### src/rtl/mux8_arb_pkg.sv
// Shared definitions for the 8-requester round-robin mux arbiter.
// Contents: requester count, select width, FSM state encoding and a
// one-hot to index helper used to recover the owner from the grant vector.
package mux8_arb_pkg;

    localparam int unsigned NUM_REQ = 8;
    localparam int unsigned SEL_W   = 3;

    typedef enum logic {
        ST_IDLE  = 1'b0,
        ST_GRANT = 1'b1
    } arb_state_e;

    // OR of the indices of all set bits; exact for a one-hot input.
    function automatic logic [SEL_W-1:0] onehot_to_idx(input logic [NUM_REQ-1:0] oh);
        logic [SEL_W-1:0] idx;
        idx = '0;
        for (int unsigned i = 0; i < NUM_REQ; i++) begin
            if (oh[i]) begin
                idx = idx | SEL_W'(i);
            end
        end
        return idx;
    endfunction

endpackage

### src/rtl/rr_pick8.sv
// Combinational rotating priority encoder for 8 requesters.
// Ports:
//   req [7:0]  request vector
//   ptr [2:0]  highest-priority position for this scan
//   any        at least one request is set
//   idx [2:0]  first set request found scanning ptr, ptr+1, ... ptr+7 (mod 8)
module rr_pick8
    import mux8_arb_pkg::*;
(
    input  logic [NUM_REQ-1:0] req,
    input  logic [SEL_W-1:0]   ptr,
    output logic               any,
    output logic [SEL_W-1:0]   idx
);

    logic [2*NUM_REQ-1:0] req_dbl;
    logic [NUM_REQ-1:0]   req_rot;
    logic [SEL_W-1:0]     off;

    // Rotate so that bit ptr lands at position 0.
    assign req_dbl = {req, req};
    assign req_rot = NUM_REQ'(req_dbl >> ptr);

    // Lowest set bit of the rotated vector is the winner's offset from ptr.
    always_comb begin
        off = '0;
        for (int i = NUM_REQ - 1; i >= 0; i--) begin
            if (req_rot[i]) begin
                off = SEL_W'(i);
            end
        end
    end

    assign any = |req;
    // 3-bit addition wraps modulo 8.
    assign idx = ptr + off;

endmodule

### src/rtl/mux8_rr_arbiter.sv
// Round-robin arbiter sharing one 8:1 single-bit mux between 8 requesters.
// A granted requester keeps the mux until it drops its request; release
// advances the priority pointer past the owner and always costs one idle
// cycle before the next grant.
// Optional feature macro: ARB_BURST_LIMIT_EN -- caps an ownership at
// MAX_BURST consecutive grant cycles with a forced release.
// Ports:
//   clk          clock, all state on posedge
//   rst          synchronous active-high reset
//   req   [7:0]  level requests, bit i maps to mux input i
//   gnt   [7:0]  registered one-hot grant, zero when idle
//   s2,s1,s0     registered mux select, index of the granted bit
//   valid        registered, high while gnt is non-zero
module mux8_rr_arbiter
    import mux8_arb_pkg::*;
#(
    parameter int unsigned MAX_BURST = 16,
    parameter int unsigned CNT_W     = 8
) (
    input  logic               clk,
    input  logic               rst,
    input  logic [NUM_REQ-1:0] req,
    output logic [NUM_REQ-1:0] gnt,
    output logic               s2,
    output logic               s1,
    output logic               s0,
    output logic               valid
);

    arb_state_e           state_q, state_d;
    logic [SEL_W-1:0]     ptr_q, ptr_d;
    logic [NUM_REQ-1:0]   gnt_q, gnt_d;
    logic [SEL_W-1:0]     sel_q, sel_d;
    logic                 valid_q, valid_d;

    logic                 pick_any;
    logic [SEL_W-1:0]     pick_idx;
    logic [SEL_W-1:0]     owner_idx;
    logic                 burst_hit;

    rr_pick8 u_pick (
        .req (req),
        .ptr (ptr_q),
        .any (pick_any),
        .idx (pick_idx)
    );

    assign owner_idx = onehot_to_idx(gnt_q);

`ifdef ARB_BURST_LIMIT_EN
    logic [CNT_W-1:0] cnt_q, cnt_d;

    // Last permitted grant cycle of the current ownership.
    assign burst_hit = (cnt_q == CNT_W'(MAX_BURST - 1));
`else
    logic unused_burst_cfg;

    assign burst_hit        = 1'b0;
    assign unused_burst_cfg = ^CNT_W'(MAX_BURST);
`endif

    // Next-state, grant and pointer logic.
    always_comb begin
        state_d = state_q;
        ptr_d   = ptr_q;
        gnt_d   = gnt_q;
        sel_d   = sel_q;
        valid_d = valid_q;
`ifdef ARB_BURST_LIMIT_EN
        cnt_d   = cnt_q;
`endif
        case (state_q)
            ST_IDLE: begin
                if (pick_any) begin
                    state_d = ST_GRANT;
                    gnt_d   = NUM_REQ'(1) << pick_idx;
                    sel_d   = pick_idx;
                    valid_d = 1'b1;
`ifdef ARB_BURST_LIMIT_EN
                    cnt_d   = '0;
`endif
                end
            end
            ST_GRANT: begin
                if (!req[owner_idx] || burst_hit) begin
                    // Release: select holds its value, pointer moves past owner.
                    state_d = ST_IDLE;
                    gnt_d   = '0;
                    valid_d = 1'b0;
                    ptr_d   = owner_idx + SEL_W'(1);
                end else begin
`ifdef ARB_BURST_LIMIT_EN
                    cnt_d   = cnt_q + CNT_W'(1);
`endif
                end
            end
        endcase
    end

    // State and output registers.
    always_ff @(posedge clk) begin
        if (rst) begin
            state_q <= ST_IDLE;
            ptr_q   <= '0;
            gnt_q   <= '0;
            sel_q   <= '0;
            valid_q <= 1'b0;
        end else begin
            state_q <= state_d;
            ptr_q   <= ptr_d;
            gnt_q   <= gnt_d;
            sel_q   <= sel_d;
            valid_q <= valid_d;
        end
    end

`ifdef ARB_BURST_LIMIT_EN
    // Burst counter register.
    always_ff @(posedge clk) begin
        if (rst) begin
            cnt_q <= '0;
        end else begin
            cnt_q <= cnt_d;
        end
    end
`endif

    assign gnt          = gnt_q;
    assign {s2, s1, s0} = sel_q;
    assign valid        = valid_q;

endmodule

### config.mk
export PLATFORM = sky130hd
export DESIGN_NAME = mux8_rr_arbiter
export DESIGN_NICKNAME = d
export VERILOG_FILES = /design/src/rtl/mux8_arb_pkg.sv /design/src/rtl/rr_pick8.sv /design/src/rtl/mux8_rr_arbiter.sv
export SDC_FILE = /design/constraint.sdc
export NUM_CORES = 1
export LEC_CHECK = 0
export BUFFER_PORTS_ARGS = -buffer_cell sky130_fd_sc_hd__buf_4
export CAP_MARGIN = 20
export CORE_ASPECT_RATIO = 1.2
export CORE_MARGIN = 2
export CORE_UTILIZATION = 35
export CTS_CLUSTER_DIAMETER = 30
export DETAILED_ROUTE_END_ITERATION = 10
export PLACE_DENSITY = 0.55
export SLEW_MARGIN = 20
export SYNTH_ARGS = -nofsm -noshare
export SYNTH_HDL_FRONTEND = slang
export SYNTH_SLANG_ARGS = --single-unit
### constraint.sdc
create_clock -name clk -period 4.4 [get_ports clk]
set_input_delay 0.66 -clock clk [delete_from_list [all_inputs] [get_ports clk]]
set_output_delay 0.66 -clock clk [all_outputs]
set_load 0.02 [all_outputs]
; ---- Yosys cells after proc, flatten, opt, wreduce, memory -nomap -nowiden
; Cells that the tools add are included.
[op_classes]
add_sub_neg = 2
n_lt_le_gt_ge = 1
eq_ne = 2
n_shift = 2
n_mux = 26
n_bitwise = 2
reduce_logical = 4
[ops]
columns = operator, n
row1 = $mux 3, 12
row2 = $mux 8, 2
row3 = $pmux 8 s2, 1
row4 = $shr 16x3->8, 1
row5 = $reduce_or 8->1, 1
row6 = $shl 1x3->8 const A, 1
row7 = $mux 1, 6
row8 = $reduce_and 2->1, 3
row9 = $lt 3x4->1 const B, 1
row10 = $mux 2, 2
row11 = $ne 2x2->1 const B, 2
row12 = $pmux 1 s2, 2
row13 = $add 3x1->3 const B, 1
row14 = $add 3x3->3, 1
row15 = $bmux 1 s3, 1
row16 = $not 1->1, 2
[totals]
register_bits = 16
in_bits = 10
output_inout_bits = 12
word_cells = 44

; ---- Longest topological paths before layout
; Gate-level depths: netlist of run 1.
[depth]
word_depth = 13
ltp_mapped = 14
ltp_nobuf = 12

; ---- By module
; From an unflattened synthesis of run 1, not the netlist that was laid out.
[hier_totals]
cells_unflattened = 131
area_unflattened_um2 = 1286.2
[modules_own_cells]
columns = module, n_inst, cells_each, area_each_um2, seq_area_each_um2
row1 = mux8_rr_arbiter, 1, 81, 767.0, 320.3
row2 = rr_pick8, 1, 50, 519.2, 0.0

; ---- Least setup slack after synthesis of run 1
; OpenSTA, ideal clock, no wires.
[synth_timing]
kind = reg2reg
from = register ptr_q[1]
to = register gnt_q[4], in the netlist gnt[4]
setup_time_ns = 0.121
arrival_time_ns = 3.142
required_ns = 4.279
path_slack_ns = 1.137
stages_incl_launch_ff = 15
path_buffers = 2
period_less_slack_ns = 3.263
path_cell_list = dfxtp_1 -> buf_6 -> clkbuf_1 -> mux2_2 -> nand3_1 -> o311ai_0 -> a21oi_1 -> o21ai_0 -> a21oi_1 -> ha_1 -> inv_1 -> fa_1 -> xnor2_1 -> xnor2_1 -> a2bb2o_1
[synth_between]
elab_chain_len = 13
[synth_lines]
columns = element, line
row1 = "start, declared", mux8_rr_arbiter.sv:31  ; logic [SEL_W-1:0] ptr_q, ptr_d;
row2 = "start signal, assigned", mux8_rr_arbiter.sv:110  ; ptr_q <= ptr_d;
row3 = $shr 16x3->8, rr_pick8.sv:22  ; assign req_rot = NUM_REQ'(req_dbl >> ptr);
row4 = $mux 3 (8 in series), rr_pick8.sv:28  ; if (req_rot[i]) begin
row5 = $add 3x3->3 *, rr_pick8.sv:36  ; assign idx = ptr + off;
row6 = $shl 1x3->8 *, mux8_rr_arbiter.sv:76  ; gnt_d = NUM_REQ'(1) << pick_idx;
row7 = $mux 8 *, mux8_rr_arbiter.sv:74  ; if (pick_any) begin
row8 = $pmux 8 s2 *, mux8_rr_arbiter.sv:72  ; case (state_q)
row9 = "end signal, assigned", mux8_rr_arbiter.sv:111  ; gnt_q <= gnt_d;
row10 = "end, declared", mux8_rr_arbiter.sv:32  ; logic [NUM_REQ-1:0] gnt_q, gnt_d;
; Mark *: on every way between the ends. The rest lies on a longest branch, timed or not. The select of a mux whose other input is x is not followed.
; A chain may end at the register's enable or synchronous reset.

; ---- Worst setup path in the final report of run 1
; Ends and elaborated chain as after synthesis.

==> flow_summary.json, run 1 <==
{
  "slowest_stage": "dfxtp_1",
  "synth_area_mm2": 0.00135,
  "hold_path_class": "reg2reg",
  "min_from": "sel_q[0]",
  "drv_slew": 0,
  "final_common_cell": "buf_4",
  "overflow": 0,
  "final_cell_mix": "buf_4 (21), mux2i_1 (20), dfxtp_1 (16), nor2_1 (15), a21oi_1 (11)",
  "fmax_mhz": 253,
  "rsz0062_at_grt": "false",
  "grt_usage": 0.159,
  "viasPerCell": 5.67,
  "die_w_um": 60.8,
  "io_buffer_count": 21,
  "die_area_mm2": 0.00438,
  "crit_required_ns": 4.53,
  "drtPass1Iterations": 4,
  "r2r_start": "ptr_q[1]",
  "htree_levels": 1,
  "reg2reg_to": "gnt[4]",
  "cts_tree": "done",
  "max_slew_margin": 0.441,
  "drive_gt1_frac": 0.275,
  "holdWs_ns": 0.459,
  "p_sw_mw": 0.410,
  "setup_viol": 0,
  "crit_arrival_ns": 4.08,
  "cts.sinks": 16,
  "syn_area_per_cell_um2": 9.60,
  "min_to": "sel_q[0]",
  "r2r_cells": 12,
  "diodes": 0,
  "postLayoutCellArea_mm2": 0.00160,
  "drt_iter0_markers": 67,
  "multiInputGateArea_um2": 967,
  "status": "completed",
  "grt_pass1_wl_um": 5360,
  "antenna_left": 0,
  "rrSetupSlack_ns": 0.45,
  "final_nets": 174,
  "maxCapViolCount": 0,
  "ys_warn_count": 0,
  "skew_ns": 0.00263,
  "final_cells": 212,
  "worstSetupPathType": "reg2reg",
  "initial_utilization": 0.370,
  "cp-startpoint": "ptr_q[1]",
  "design.core.area_mm2": 0.00366,
  "dp_hpwl_um": 2640,
  "place_area_mm2": 0.00155,
  "critical_path.max_fanout": 17,
  "antenna_found_initial": 0,
  "powerDensity_mw_per_mm2": 586,
  "cts_inserted_buffers": 3,
  "wirelength_um": 3350,
  "sw_frac_of_total": 0.437,
  "synth_fp_nets": 154,
  "pwr-share-seq": 0.275,
  "hold_depth": 2,
  "finalCriticalPeriod_ns": 3.95,
  "wire_per_inst_um": 15.8,
  "clkTransAtPathRegs_ns": 0.06,
  "ys_types": 37,
  "clockBufferDepth": 2,
  "critPathLaunchType": "flop",
  "regArea_um2": 320,
  "synthCells": 141,
  "vias": 1202,
  "clkLatencyLatePin_ns": 0.24,
  "min_period_over_period": 0.897,
  "syn_to_final_growth_pct": 18.2,
  "hold_viol": 0,
  "grt_pass1_vias": 1138,
  "cpPeakStageDelay_ns": 0.87,
  "io_pins": 22,
  "drc": 0,
  "cts.root.buffer_cell": "clkbuf_8",
  "crit_chain": "mux2_2 > mux2i_1 > o311ai_0 > a21oi_1 > o21ai_0 > a21oi_1 > ha_1 > inv_1 > fa_1 > xnor2_1 > xnor2_1 > a2bb2o_1",
  "irDropWorstVdd_uv": 271,
  "power.internal_mw": 0.528,
  "p_comb_frac": 0.588,
  "fin_setup_tns_ns": 0,
  "grt_max_degree": 19,
  "yosysSeqAreaShare": 0.237,
  "rows": 24,
  "cts_hold_repair.buffers": 0,
  "place_congestion": 0.828,
  "clockPowerShare": 0.136,
  "post_cts_buffers": 0,
  "cellLeakagePower_nw": 0.655,
  "worst_pin_slew_ns": 0.838,
  "num-fill-cells": 384,
  "dp.cells": 208,
  "synth_seq_cells": 16,
  "worst_setup_path_end_kind": "flop",
  "cts.repair.resized": 0,
  "fp.dieH_um": 72.1
}
==> worst max-delay path by stage <==
stage                         to  slack (ns)  depth (start not counted)
after floorplan           gnt[4]        1.14                         14
after global placement    gnt[4]        0.68                         12
after detailed placement  gnt[4]        0.49                         12
after CTS                 gnt[4]        0.45                         12
after global routing      gnt[4]        0.30                         12
final                     gnt[4]        0.45                         12
==> power groups by stage <==
stage	registers [mW]	clock network [mW]	logic, mW
after floorplan	0.238	0	0.440
after global placement	0.257	0	0.551
after detailed placement	0.261	0	0.557
after CTS	0.258	0.131	0.560
after global routing	0.269	0.139	0.608
final	0.258	0.128	0.552
==> cell type report <==
| cell class | instances | area share |
|---|---|---|
| repair buffers | 21 | 0.0985 |
| clock buffers | 4 | 0.0344 |
| well taps | 52 | 0.0407 |
| multi-input cells | 111 | 0.604 |
| inverters | 8 | 0.0219 |
| flip-flops and latches | 16 | 0.200 |
==> per-layer routing <==
layer,vias up,share of wire,global-route usage
met5,-,0,0
met4,0,0.0015,0.0217
met3,2,0.027,0.0160
met2,24,0.55,0.289
met1,605,0.42,0.204
li1,571,-,-
==> worst max-delay path, delay by kind of cell, from the launching register on <==
kind / cells / cell delay, ns
flip-flops: 1 / 0.87
multiplexers: 2 / 0.69
XOR/XNOR: 2 / 0.74
buffers and inverters: 1 / 0.05
adder cells (fa/ha/maj): 2 / 0.54
AO/OA/AOI/OAI: 5 / 0.97
==> through the flow <==
stage / power (mW) / setup WS [ns] / utilization
after floorplan: 0.678 / 1.14 / -
after global placement: 0.808 / 0.677 / 0.422
after detailed placement: 0.819 / 0.491 / 0.422
after CTS: 0.949 / 0.452 / 0.437
after global routing: 1.02 / 0.301 / 0.437
final: 0.938 / 0.453 / 0.437
==> cell families after synthesis <==
family | synth area share
xor+xnor | 0.0194
flops | 0.237
compound gates | 0.165
mux | 0.350
fa+ha+maj | 0.0333
buf+inv | 0.0490
simple gates | 0.147
==> cell usage after synthesis <==
| library cell | number | area (um^2) |
|---|---|---|
| mux2i_1 | 20 | 200 |
| dfxtp_1 | 16 | 320 |
| nor2_1 | 15 | 56.3 |
| a21oi_1 | 11 | 55.1 |
| nand2_1 | 10 | 37.5 |
| inv_1 | 6 | 22.5 |
| mux2_2 | 5 | 56.3 |
| mux4_2 | 5 | 113 |
| a211oi_1 | 4 | 30.0 |
| a32o_1 | 4 | 40.0 |
| clkbuf_1 | 4 | 15.0 |
| mux4_1 | 4 | 105 |
| o21ai_0 | 3 | 15.0 |
| o2bb2ai_1 | 3 | 26.3 |
| or2_2 | 3 | 18.8 |
| xnor2_1 | 3 | 26.3 |
| a31oi_1 | 2 | 12.5 |
| ha_1 | 2 | 25.0 |
| nand2b_1 | 2 | 12.5 |
| nor3_1 | 2 | 10.0 |
| a211oi_2 | 1 | 12.5 |
| a2bb2o_1 | 1 | 10.0 |
| and4_1 | 1 | 8.76 |
| buf_2 | 1 | 5.00 |
| buf_6 | 1 | 11.3 |
| fa_1 | 1 | 20.0 |
| inv_2 | 1 | 3.75 |
| inv_6 | 1 | 8.76 |
| nand3_1 | 1 | 5.00 |
| nor2b_1 | 1 | 6.26 |
| nor3_2 | 1 | 10.0 |
| nor3b_1 | 1 | 7.51 |
| nor4_1 | 1 | 6.26 |
| nor4_2 | 1 | 12.5 |
| o22ai_2 | 1 | 12.5 |
| o311ai_0 | 1 | 8.76 |
| or4_1 | 1 | 7.51 |
==> flip-flops by register name, indices dropped and copies added (netlist names) <==
register	cells
valid	1
state_q	1
ptr_q	3
sel_q	3
gnt	8
Power figures use the tool's default switching activity.
==> run 2, diff against run 1 <==
--- a/config.mk
+++ b/config.mk
@@ -13,6 +13,8 @@
 export CTS_CLUSTER_DIAMETER = 30
 export DETAILED_ROUTE_END_ITERATION = 10
 export PLACE_DENSITY = 0.55
+export RECOVER_POWER = 50
+export SKIP_CTS_REPAIR_TIMING = 1
 export SLEW_MARGIN = 20
 export SYNTH_ARGS = -nofsm -noshare
 export SYNTH_HDL_FRONTEND = slang
==> flow_summary.json, run 2 (synthesis gave the netlist of run 1 again) <==
{
  "vias": 1213,
  "fin_util": 0.421,
  "fmax_mhz": 254,
  "crit_arrival_ns": 4.08,
  "drtPass1Iterations": 4,
  "largest_register_ffs": 8,
  "grt_max_degree": 19,
  "clockPowerShare": 0.141,
  "final_nets": 174,
  "slowest_stage": "dfxtp_1",
  "hold_path_class": "reg2reg",
  "worst_pin_slew_ns": 1.27,
  "drc": 0,
  "grt_pass1_wl_um": 5360,
  "critPathLaunchType": "flop",
  "viasPerCell": 5.72,
  "overflow": 0,
  "drive_gt1_frac": 0.188,
  "grt_usage": 0.159,
  "die_area_mm2": 0.00438,
  "dp_hpwl_um": 2640,
  "pwr-share-seq": 0.283,
  "cts.root.buffer_cell": "clkbuf_8",
  "drv_slew": 0,
  "cts_tree": "done",
  "final_cell_mix": "mux2i_1 (20), dfxtp_1 (16), nor2_1 (15), clkbuf_1 (12), a21oi_1 (11)",
  "die_w_um": 60.8,
  "critPathTopFamily": "compound AO/OA/AOI/OAI gates",
  "worstSetupPathType": "reg2reg",
  "antenna_found_initial": 0,
  "syn_to_final_growth_pct": 14.0,
  "cellLeakagePower_nw": 0.601,
  "worst_setup_path_end_kind": "flop",
  "max_slew_margin": 0.149,
  "status": "completed",
  "io_buffer_count": 21,
  "drt_iter0_markers": 77,
  "powerDensity_mw_per_mm2": 591,
  "crit_buf_inv": 1,
  "final_common_cell": "mux2i_1",
  "critical_path.max_fanout": 17,
  "fin_setup_tns_ns": 0,
  "irDropWorstVdd_uv": 265,
  "rsz0062_at_grt": "false",
  "finalCriticalPeriod_ns": 3.94,
  "clkLatencyLatePin_ns": 0.24,
  "grt_pass1_vias": 1138,
  "fp.dieH_um": 72.1,
  "place_congestion": 0.828,
  "cts.sinks": 16,
  "diodes": 0,
  "crit_required_ns": 4.53,
  "skew_ns": 0.00270,
  "rows": 24,
  "antenna_left": 0,
  "design.core.area_mm2": 0.00366,
  "cts_inserted_buffers": 3,
  "wire_per_inst_um": 15.8,
  "initial_utilization": 0.370,
  "wirelength_um": 3340,
  "p_sw_mw": 0.407,
  "htree_levels": 1,
  "maxCapViolCount": 0,
  "p_comb_frac": 0.577,
  "sw_frac_of_total": 0.446,
  "min_period_over_period": 0.896,
  "cpPeakStageDelay_ns": 0.86,
  "num-fill-cells": 397,
  "io_pins": 22,
  "clockBufferDepth": 2,
  "power.internal_mw": 0.505,
  "hold_viol": 0,
  "crit_chain": "mux2_2 > mux2i_1 > o311ai_0 > a21oi_1 > o21ai_0 > a21oi_1 > ha_1 > inv_1 > fa_1 > xnor2_1 > xnor2_1 > a2bb2o_1",
  "setup_viol": 0,
  "clkTransAtPathRegs_ns": 0.06
}
run 2: changes by cell type in the layout (fill, tap and decap cells not counted):
cell      before  now
o22ai_2        1    0
nor4_1         1    2
buf_4         21    9
nor4_2         1    0
clkbuf_1       0   12
o22ai_1        0    1
run 2: power by group through the flow:
| stage | Combinational, mW | Sequential [mW] | Clock, mW |
|---|---|---|---|
| floorplan | 0.440 | 0.238 | 0 |
| global placement | 0.551 | 0.257 | 0 |
| detailed placement | 0.557 | 0.261 | 0 |
| CTS | 0.560 | 0.258 | 0.131 |
| global route | 0.583 | 0.267 | 0.139 |
| finish | 0.526 | 0.258 | 0.128 |
run 2: cell type report:
type	count	area, um^2	area share
Clock buffer	4	55.1	0.0357
Timing Repair Buffer	21	113	0.0730
Tap cell	52	65.1	0.0422
Multi-Input combinational cell	111	955	0.619
Inverter	8	35.0	0.0227
Sequential cell	16	320	0.208
run 2: routing by layer:
layer	part of all wire	vias to the layer above	GRT usage
li1	-	572	-
met1	0.41	609	0.204
met2	0.56	30	0.289
met3	0.034	2	0.0160
met4	0.0015	0	0.0217
met5	0	-	0
run 2: final timing paths:
check / from / to / slack [ns] / cells past startpoint
setup reg to reg: ptr_q[1] / gnt[4] / 0.46 / 12
hold reg to reg: sel_q[0] / sel_q[0] / 0.46 / 2
hold / removal: sel_q[0] / sel_q[0] / 0.46 / 2
setup / recovery: ptr_q[1] / gnt[4] / 0.46 / 12
run 2: worst reg2reg max path: stages (launching register included):
cell      delay [ns]
dfxtp_1         0.86
mux2_2          0.43
mux2i_1         0.26
o311ai_0        0.20
a21oi_1         0.18
o21ai_0         0.10
a21oi_1         0.16
ha_1            0.17
inv_1           0.05
fa_1            0.37
xnor2_1         0.15
xnor2_1         0.59
a2bb2o_1        0.33
run 2: stage by stage:
| stage | total power [mW] | area [um^2] | setup slack [ns] | hold slack, ns | std cells |
|---|---|---|---|---|---|
| final | 0.911 | 1540 | 0.458 | 0.455 | 212 |
| after global routing | 0.989 | 1540 | 0.301 | 0.486 | 212 |
| after CTS | 0.949 | 1600 | 0.452 | 0.463 | 212 |
| after detailed placement | 0.819 | 1550 | 0.491 | 0.454 | 208 |
| after global placement | 0.808 | 1550 | 0.677 | 0.450 | 208 |
| after floorplan | 0.678 | 1350 | 1.14 | 0.469 | 141 |
